### src/rtl/ifu.sv
// Instruction fetch unit: IDLE/FETCH/VALID handshake between instruction memory and decode.
// Optional fetch timeout with sticky error state is enabled by defining IFU_TIMEOUT_EN.
`ifndef IFU_DATAWIDTH
`define IFU_DATAWIDTH 32
`endif

module ifu #(
    parameter logic [`IFU_DATAWIDTH-1:0] RESET_PC    = 32'h0000_0000,
    parameter int                        TIMEOUT_CYC = 16
) (
    input  logic                      clk,
    input  logic                      rst,
    output logic                      imem_req,
    output logic [`IFU_DATAWIDTH-1:0] imem_addr,
    input  logic                      imem_ack,
    input  logic [`IFU_DATAWIDTH-1:0] imem_rdata,
    output logic [`IFU_DATAWIDTH-1:0] instr,
    output logic                      instr_valid,
    input  logic                      instr_ready,
    output logic [`IFU_DATAWIDTH-1:0] PC_now,
    output logic [`IFU_DATAWIDTH-1:0] PC_plus4,
    input  logic                      redirect,
    input  logic [`IFU_DATAWIDTH-1:0] redirect_target,
    output logic                      fetch_err
);

    localparam int W = `IFU_DATAWIDTH;

    typedef enum logic [1:0] {
        IDLE,
        FETCH,
        VALID
`ifdef IFU_TIMEOUT_EN
        , ERR
`endif
    } state_t;

    state_t         state_q, state_d;
    logic [W-1:0]   pc_q, pc_d;
    logic [W-1:0]   instr_q, instr_d;
    logic [W-1:0]   tgt_q, tgt_d;
    logic           pend_q, pend_d;
    logic [W-1:0]   tgt_aligned;

`ifdef IFU_TIMEOUT_EN
    localparam int CNT_W = $clog2(TIMEOUT_CYC + 1);
    logic [CNT_W-1:0] cnt_q, cnt_d;
`endif

    assign tgt_aligned = redirect_target & {{(W-2){1'b1}}, 2'b00};

    // NOTE: every variable gets its hold value first so no path through the case infers a latch.
    always_comb begin
        state_d = state_q;
        pc_d    = pc_q;
        instr_d = instr_q;
        tgt_d   = tgt_q;
        pend_d  = pend_q;
`ifdef IFU_TIMEOUT_EN
        cnt_d   = cnt_q;
`endif
        case (state_q)
            IDLE: begin
                if (redirect) pc_d = tgt_aligned;
                state_d = FETCH;
`ifdef IFU_TIMEOUT_EN
                cnt_d   = '0;
`endif
            end
            FETCH: begin
                if (imem_ack) begin
`ifdef IFU_TIMEOUT_EN
                    cnt_d = '0;
`endif
                    // A redirect seen during or at the end of this fetch makes the word stale.
                    if (redirect) begin
                        pc_d   = tgt_aligned;
                        pend_d = 1'b0;
                    end else if (pend_q) begin
                        pc_d   = tgt_q;
                        pend_d = 1'b0;
                    end else begin
                        instr_d = imem_rdata;
                        state_d = VALID;
                    end
                end else begin
                    if (redirect) begin
                        tgt_d  = tgt_aligned;
                        pend_d = 1'b1;
                    end
`ifdef IFU_TIMEOUT_EN
                    cnt_d = cnt_q + 1'b1;
                    if (cnt_d == CNT_W'(TIMEOUT_CYC)) state_d = ERR;
`endif
                end
            end
            VALID: begin
                if (redirect) begin
                    pc_d    = tgt_aligned;
                    state_d = FETCH;
                end else if (instr_ready) begin
                    pc_d    = pc_q + W'(4);
                    state_d = FETCH;
                end
`ifdef IFU_TIMEOUT_EN
                if (redirect || instr_ready) cnt_d = '0;
`endif
            end
`ifdef IFU_TIMEOUT_EN
            ERR: state_d = ERR;
`endif
            default: state_d = IDLE;
        endcase
    end

    // NOTE: sequential state uses non-blocking assignments so all registers update together.
    always_ff @(posedge clk or posedge rst) begin
        if (rst) begin
            state_q <= IDLE;
            pc_q    <= RESET_PC;
            instr_q <= '0;
            tgt_q   <= '0;
            pend_q  <= 1'b0;
`ifdef IFU_TIMEOUT_EN
            cnt_q   <= '0;
`endif
        end else begin
            state_q <= state_d;
            pc_q    <= pc_d;
            instr_q <= instr_d;
            tgt_q   <= tgt_d;
            pend_q  <= pend_d;
`ifdef IFU_TIMEOUT_EN
            cnt_q   <= cnt_d;
`endif
        end
    end

    assign imem_req    = (state_q == FETCH);
    assign imem_addr   = pc_q;
    assign instr       = instr_q;
    assign instr_valid = (state_q == VALID);
    assign PC_now      = pc_q;
    assign PC_plus4    = pc_q + W'(4);

`ifdef IFU_TIMEOUT_EN
    assign fetch_err = (state_q == ERR);
`else
    assign fetch_err = 1'b0;
`endif

endmodule

### config.mk
export PLATFORM = sky130hd
export DESIGN_NAME = ifu
export DESIGN_NICKNAME = d
export VERILOG_FILES = /design/src/rtl/ifu.sv
export SDC_FILE = /design/constraint.sdc
export NUM_CORES = 1
export LEC_CHECK = 0
export BUFFER_PORTS_ARGS = -buffer_cell sky130_fd_sc_hd__clkbuf_2
export CAP_MARGIN = 30
export CORE_MARGIN = 2
export CORE_UTILIZATION = 30
export DETAILED_ROUTE_END_ITERATION = 16
export PLACE_DENSITY = 0.58
export SLEW_MARGIN = 10
export SYNTH_ARGS = -nofsm -noshare
export SYNTH_HDL_FRONTEND = slang
export SYNTH_SLANG_ARGS = --single-unit
### constraint.sdc
create_clock -name clk -period 2.5 [get_ports clk]
set_input_delay 0.125 -clock clk [delete_from_list [all_inputs] [get_ports clk]]
set_output_delay 0.125 -clock clk [all_outputs]
set_load 0.01 [all_outputs]
==> PnR_summary.wiki, run 1 <==
{| class="wikitable"
! Metric !! Value
|-
| Result of the run || finished clean
|-
| Fin area || between 7000 and 8000 um2
|-
| Startpoint kind of the worst setup timing path || flip-flop
|-
| Average wire per cell in the routed design || ~17 um
|-
| Distinct cell type count of the synthesized netlist || 67
|-
| Type of the worst min-delay path || in -> reg
|-
| Last weighted congestion value of the routability-driven placer || 0.735
|-
| Total congestion overflow || 0
|-
| Cell at the root of the clock tree || sky130_fd_sc_hd__clkbuf_16
|-
| Mapped Cells || 554
|-
| Via count of the first global-routing pass || around 5000
|-
| Top-Level Pins || 200
|-
| Clock transition time at the flip-flop clock pins of the worst setup and hold paths || about 0.070 ns
|-
| Critical path cell sequence || nand4_4 > nor4_4 > nand2_1 > nor2_1 > xor2_1 > clkbuf_2
|-
| Endpoint arrival time on the critical path || about 2.2 ns
|-
| TritonCTS buffer count || 9
|-
| Number of enable-type register cells in the synthesized netlist || 0
|-
| Leakage power summed over all cells || approximately 3.5 nW
|-
| Port bufs || 190
|-
| Largest net degree at the start of global routing || between 40 and 50
|-
| Clock share of power || around 15%
|-
| Biggest fanout along the worst timing path || 7
|-
| Clock tree from TritonCTS || done
|-
| Per-cell via count in the routed design || slightly above 5
|-
| Final hold violation count || 0
|-
| Flip-flop and latch count after synthesis || 95
|-
| Fill cells || approximately 1800
|-
| Final antenna-violating net count || 0
|-
| Share of the cycle needed by the critical path after routing || a little over nine tenths
|-
| Top cell family by delay on the critical path || simple AND/OR/NAND/NOR gates
|-
| Worst path buffer plus inverter count || 1
|-
| Number of clock sinks || 95
|-
| Area taken by multi-input logic gates || 2770 um2
|-
| Total wire length || 17.3 mm
|-
| Switching part of the total || 43.5%
|-
| Clock network latency to the later pin of the worst-skew pair || between 0.3 and 0.4 ns
|-
| Y dimension of the die || 140 um
|-
| Net switching power || ~4.1 mW
|-
| Number of maximum-capacitance constraint violations || 0
|-
| FF+latch area || around 2400 um2
|-
| VDD IR-drop max || approximately 0.00079 V
|-
| Total negative setup slack || 0 ns
|-
| Share of power burned in combinational logic || between 50% and 60%
|-
| Crit. End Element || output port
|-
| Max Transition Viols Final || 0
|-
| Slack of the critical path || 0.153 ns
|-
| Sequential share of power || a little under a third
|-
| RSZ-0062 raised after global routing || no
|-
| Proportion of synthesized chip area in sequential cells || a little over two fifths
|-
| Clock buffer depth || 2
|-
| Global-route wire length before repair || ~27 mm
|-
| Achievable Freq || 426 MHz
|-
| Leading register cell type out of synthesis || sky130_fd_sc_hd__dfrtp_1
|-
| Worst slew pin tran || between 0.7 and 0.8 ns
|-
| Number of remaining DRC errors || 0
|-
| First-pass DRT Iterations || 5
|-
| Avg Inst Size Synth || around 10 um2
|-
| Clk_skew || about 0.0085 ns
|-
| Clock period minus worst slack || 2.35 ns
|-
| Standard cell with the maximum stage delay on the critical path || sky130_fd_sc_hd__dfrtp_1
|-
| Post-detailed-placement half-perimeter wirelength || approximately 12 mm
|-
| Diode insertion count for antenna repair || 0
|-
| Die footprint || around 20000 um2
|-
| Total power per unit cell area || approximately 1300 nW/um2
|-
| Total global routing track utilization || ~17%
|-
| Pre-CTS worst setup slack || 0.252 ns
|-
| Post-placement cell area || 6700 um2
|-
| Number of core rows || between 40 and 50
|-
| Fraction of layout instances using a drive strength above 1 || about 42%
|-
| Routed via count || ~5000
|-
| Internal power summed over all cells || approximately 5.4 mW
|-
| Area grow syn2layout || 31.3%
|-
| Floorplan die width || ~140 um
|-
| Antenna violations before repair || 0
|-
| Register-to-Register Setup Slack || 0.22 ns
|-
| Hold slack || between 0.01 and 0.015 ns
|-
| Path type of the worst setup path || reg -> out
|-
| Final setup viols || 0
|-
| Effective utilization at floorplan || a little under a third
|-
| Violation count after the first detailed-route iteration || between 200 and 250
|-
| Core Region || roughly 18000 um2
|-
| Syn. warnings || 0
|-
| Layout Nets || between 800 and 900
|-
| Slew headroom || about half
|-
| Synth async-reset ratio || 100%
|-
| CP max stage delay || around 0.52 ns
|-
| Mapped cell area || around 5600 um2
|-
| Overall power consumption || approximately 9.5 mW
|-
| Maximum level of the CTS H-tree || 3
|-
| CP Data Required Time || around 2.4 ns
|}
synth_stat cells, types with 5 or more instances:
| cell | n | area share, % |
|---|---|---|
| sky130_fd_sc_hd__o21ai_1 | 6 | 0.54 |
| sky130_fd_sc_hd__mux2_2 | 61 | 12 |
| sky130_fd_sc_hd__xor2_1 | 12 | 1.9 |
| sky130_fd_sc_hd__a22oi_1 | 6 | 0.81 |
| sky130_fd_sc_hd__buf_4 | 37 | 5.0 |
| sky130_fd_sc_hd__a22o_1 | 9 | 1.4 |
| sky130_fd_sc_hd__o21ai_0 | 32 | 2.9 |
| sky130_fd_sc_hd__clkbuf_1 | 18 | 1.2 |
| sky130_fd_sc_hd__nand3_1 | 13 | 1.2 |
| sky130_fd_sc_hd__nor2_1 | 41 | 2.8 |
| sky130_fd_sc_hd__nor2b_1 | 5 | 0.56 |
| sky130_fd_sc_hd__and3_1 | 7 | 0.78 |
| sky130_fd_sc_hd__a221oi_1 | 8 | 1.3 |
| sky130_fd_sc_hd__nor3_1 | 10 | 0.90 |
| sky130_fd_sc_hd__buf_2 | 17 | 1.5 |
| sky130_fd_sc_hd__and4_1 | 6 | 0.94 |
| sky130_fd_sc_hd__xnor2_1 | 15 | 2.4 |
| sky130_fd_sc_hd__nand4_1 | 8 | 0.90 |
| sky130_fd_sc_hd__dfrtp_1 | 95 | 43 |
| sky130_fd_sc_hd__and2_1 | 7 | 0.78 |
| sky130_fd_sc_hd__o31ai_1 | 8 | 1.1 |
| sky130_fd_sc_hd__nand2_1 | 30 | 2.0 |
| sky130_fd_sc_hd__a221o_1 | 5 | 0.90 |
| sky130_fd_sc_hd__a21oi_1 | 15 | 1.3 |
| sky130_fd_sc_hd__inv_1 | 9 | 0.60 |
| sky130_fd_sc_hd__ha_1 | 6 | 1.3 |
routing by layer:
layer  part of all wire (%)  up-vias  global-route usage [%]
met5                      0        -                       0
met4                   0.69        0                    3.37
met3                    7.4       10                    5.09
met2                     48      218                    29.7
met1                     44     2427                    22.3
li1                       -     2371                       -
per-stage QoR:
| step | util (%) | std cells |
|---|---|---|
| detailed placement | 36.9 | 940 |
| CTS | 40.1 | 984 |
| global route | 40.4 | 989 |
| global placement | 36.9 | 940 |
| floorplan | - | 560 |
| finish | 40.4 | 989 |
cell type report:
cell class	instances	share of cell area [%]
clock buffer	9	3.07
inverter	11	0.614
clock inverter	7	0.972
timing repair buffer	258	21.2
sequential	95	32.4
multi-input combinational	380	37.7
tap	229	3.90
final timing paths:
kind                       depth (start not counted)            to           from
max in group asynchronous                          4     PC_now[2]            rst
min                                                2      instr[5]  imem_rdata[5]
min in group asynchronous                          3     instr[21]            rst
max reg2reg                                        8    PC_now[16]     state_q[0]
max                                                6  PC_plus4[29]     PC_now[17]
min reg2reg                                        1      tgt_q[7]       tgt_q[7]
repair_timing:
action,4_1_cts,5_1_grt
setup endpoints to repair,1,8
pin swaps,0,1
hold endpoints to repair,59,1
gates resized for setup,1,6
hold buffers,28,1
buffers inserted,0,4
layout by cell type (no fill, tap or decap), types with 5 or more instances in the layout:
cell                            instances
sky130_fd_sc_hd__a21oi_1               15
sky130_fd_sc_hd__a221o_1                5
sky130_fd_sc_hd__a221oi_1               8
sky130_fd_sc_hd__a22o_1                 9
sky130_fd_sc_hd__a22oi_1                6
sky130_fd_sc_hd__and2_1                 6
sky130_fd_sc_hd__and3_1                 7
sky130_fd_sc_hd__and4_1                 5
sky130_fd_sc_hd__buf_4                 37
sky130_fd_sc_hd__clkbuf_16              9
sky130_fd_sc_hd__clkbuf_2             190
sky130_fd_sc_hd__conb_1                 7
sky130_fd_sc_hd__dfrtp_1               92
sky130_fd_sc_hd__dlygate4sd3_1         29
sky130_fd_sc_hd__ha_1                   6
sky130_fd_sc_hd__inv_1                  8
sky130_fd_sc_hd__mux2_2                61
sky130_fd_sc_hd__nand2_1               30
sky130_fd_sc_hd__nand3_1               13
sky130_fd_sc_hd__nand4_1                8
sky130_fd_sc_hd__nor2_1                41
sky130_fd_sc_hd__nor2b_1                5
sky130_fd_sc_hd__nor3_1                 9
sky130_fd_sc_hd__o21ai_0               32
sky130_fd_sc_hd__o21ai_1                6
sky130_fd_sc_hd__o31ai_1                8
sky130_fd_sc_hd__xnor2_1               15
sky130_fd_sc_hd__xor2_1                12
kinds of logic (layout without fill, tap and decap cells):
kind of cell	Yosys count	count (layout)	synth area share [%]
AOI/OAI and AO/OA	122	122	15.1
buffers and inverters	85	285	8.58
other	1	7	0.0671
muxes	64	64	12.9
DFF	95	95	42.5
adders and majority gates	6	6	1.34
and+or+nand+nor	154	154	15.3
xor gates and xnor gates	27	27	4.23
state kept, by name, indices dropped and copies added (netlist names):
signal / cells
instr: 32
PC_now: 30
tgt_q: 30
state_q: 2
pend_q: 1
power by group through the flow:
stage / sequential [mW] / clock, mW / combinational (mW)
after floorplan: 3.11 / 0 / 3.18
after global placement: 3.02 / 0 / 5.00
after detailed placement: 3.03 / 0 / 5.06
after CTS: 3.02 / 1.46 / 5.10
after global routing: 3.15 / 1.52 / 5.58
final: 3.03 / 1.42 / 5.07
(Power assumes the default switching activity.)
==> run 2, diff against run 1 <==
BUFFER_PORTS_ARGS = -buffer_cell sky130_fd_sc_hd__buf_2   (was -buffer_cell sky130_fd_sc_hd__clkbuf_2)
RECOVER_POWER = 25   (was unset)
==> run 2 against run 1 <==
The flow now finishes with violations (max-capacitance violations, max-slew violations); sequential power about the same; routed wire length down 2.5%; flip-flop and latch count unchanged; highest routed layer unchanged.
==> PnR_summary.wiki, run 2 (synthesis results as in run 1) <==
{| class="wikitable"
! Metric !! Value
|-
| Clock period minus worst slack || approximately 2.4 ns
|-
| Path type of the worst setup path || reg -> out
|-
| Routed via count || roughly 5000
|-
| VDD IR-drop max || between 0.0005 and 0.0006 V
|-
| Largest register FFs || 32
|-
| CP Data Required Time || between 2 and 2.5 ns
|-
| Worst slew pin tran || approximately 1.6 ns
|-
| Floorplan die width || ~140 um
|-
| Clock buffer depth || 2
|-
| Total global routing track utilization || ~17%
|-
| Maximum level of the CTS H-tree || 3
|-
| Fraction of layout instances using a drive strength above 1 || approximately 36%
|-
| Violations in the final reports || max-capacitance violations, max-slew violations
|-
| Via count of the first global-routing pass || 4869
|-
| Slack of the critical path || 0.106 ns
|-
| Clock network latency to the later pin of the worst-skew pair || about 0.35 ns
|-
| Fin area || 7260 um2
|-
| Max Transition Viols Final || 29
|-
| Last weighted congestion value of the routability-driven placer || approximately 0.77
|-
| Register-to-Register Setup Slack || 0.24 ns
|-
| Startpoint kind of the worst setup timing path || flip-flop
|-
| Achievable Freq || approximately 420 MHz
|-
| Layout Nets || 826
|-
| Pre-CTS worst setup slack || approximately 0.22 ns
|-
| Effective utilization at floorplan || 30.8%
|-
| Type of the worst min-delay path || in -> reg
|-
| RSZ-0062 raised after global routing || no
|-
| Final setup viols || 0
|-
| Average wire per cell in the routed design || ~17 um
|-
| Area taken by multi-input logic gates || between 2000 and 3000 um2
|-
| Largest net degree at the start of global routing || 35
|-
| Total congestion overflow || 0
|-
| Switching part of the total || about 43%
|-
| Fill cells || ~1800
|-
| TritonCTS buffer count || 9
|-
| Die footprint || around 20000 um2
|-
| Crit. End Element || output port
|-
| Share of the cycle needed by the critical path after routing || 95.8%
|-
| Post-detailed-placement half-perimeter wirelength || ~12 mm
|-
| Slew headroom || -5.32%
|-
| Number of core rows || just under 50
|-
| Diode insertion count for antenna repair || 0
|-
| Result of the run || finished with violations
|-
| Area grow syn2layout || 29.9%
|-
| Clock share of power || around 15%
|-
| Hold slack || around 0.0054 ns
|-
| Post-placement cell area || 6720 um2
|-
| Total wire length || ~17 mm
|-
| Leakage power summed over all cells || between 3 and 4 nW
|-
| Clock transition time at the flip-flop clock pins of the worst setup and hold paths || 0.07 ns
|-
| FF+latch area || 2380 um2
|-
| Number of clock sinks || 95
|-
| Per-cell via count in the routed design || between 5 and 6
|-
| Port bufs || 190
|-
| Most common cell after layout, fill and taps aside || sky130_fd_sc_hd__buf_2
|-
| Clock tree from TritonCTS || done
|-
| Sequential share of power || between 30% and 40%
|-
| First-pass DRT Iterations || 5
|-
| Biggest fanout along the worst timing path || 9
|-
| Final hold violation count || 0
|-
| Cell at the root of the clock tree || sky130_fd_sc_hd__clkbuf_16
|-
| Antenna violations before repair || 1
|-
| Number of maximum-capacitance constraint violations || 1
|-
| Core Region || approximately 18000 um2
|-
| Clk_skew || around 0.0062 ns
|-
| Global-route wire length before repair || 26.7 mm
|-
| Share of power burned in combinational logic || a little over half
|-
| Net switching power || 4.08 mW
|-
| Total negative setup slack || 0 ns
|-
| Top-Level Pins || 200
|-
| Total power per unit cell area || approximately 1300 nW/um2
|-
| Y dimension of the die || about 140 um
|-
| Violation count after the first detailed-route iteration || 243
|-
| Endpoint arrival time on the critical path || between 2 and 2.5 ns
|-
| Final antenna-violating net count || 0
|-
| Number of remaining DRC errors || 0
|-
| Internal power summed over all cells || about 5.3 mW
|-
| Leading cell types in the layout, fill and taps excluded || sky130_fd_sc_hd__buf_2, sky130_fd_sc_hd__dfrtp_1, sky130_fd_sc_hd__mux2_2, sky130_fd_sc_hd__clkbuf_1, sky130_fd_sc_hd__nor2_1
|}
## run 2: cell types whose count changed in the layout (fill, tap and decap cells not counted), sizes merged
cell         previous run  this run
clkinv                  5         2
dlygate4sd3            29        25
clkinvlp                1         3
inv                    11         9
buf                    39       182
clkbuf                199        59
## run 2: cell type report
type	instances	area share, %
tap	229	3.95
timing repair buffer	254	20.5
sequential	95	32.8
clock buffer	12	3.39
multi-input combinational	380	38.0
inverter	11	0.638
clock inverter	4	0.758
## run 2: path summary, 6_finish.rpt
check | start | endpoint | depth (start not counted)
min | imem_rdata[2] | instr[2] | 2
min reg2reg | instr[9] | instr[9] | 1
max in group asynchronous | rst | PC_now[16] | 4
max reg2reg | state_q[0] | PC_now[28] | 8
max | PC_now[12] | PC_plus4[22] | 5
min in group asynchronous | rst | instr[26] | 3
## run 2: stage by stage
| step | total power [mW] | util [%] | instances |
|---|---|---|---|
| final | 9.42 | 40.0 | 985 |
| after global routing | 10.2 | 40.0 | 985 |
| after CTS | 9.59 | 40.0 | 979 |
| after detailed placement | 8.10 | 37.0 | 939 |
| after global placement | 8.01 | 37.0 | 939 |
| after floorplan | 6.29 | - | 560 |
## run 2: power by group through the flow
stage                     Clock (mW)  Combinational, mW  Sequential, mW
final                           1.43               4.98            3.01
after global routing            1.53               5.51            3.13
after CTS                       1.47               5.12            3.00
after detailed placement           0               5.09            3.01
after global placement             0               5.03            2.99
after floorplan                    0               3.18            3.11
## run 2: timing repair
action                                  4_1_cts  5_1_grt
hold buffers                                 24        1
endpoints found under the hold margin        51        1
resized for setup                             0        7
endpoints found under the setup margin        0        6
buffers inserted                              0        5
## run 2: routing by layer
layer | routed length [um] | vias to the layer above | global-route usage (%)
li1 | - | 2362 | -
met1 | 7400 | 2384 | 22.9
met4 | 220 | 0 | 5.37
met5 | 0 | - | 0
met2 | 7940 | 211 | 28.0
met3 | 1290 | 17 | 4.21
## run 2: worst max-delay path: stages (launching register included)
cell	delay, ns
sky130_fd_sc_hd__dfrtp_1	0.52
sky130_fd_sc_hd__and4_1	0.30
sky130_fd_sc_hd__nand4_2	0.26
sky130_fd_sc_hd__nor4_2	0.46
sky130_fd_sc_hd__xnor2_1	0.20
sky130_fd_sc_hd__buf_2	0.18
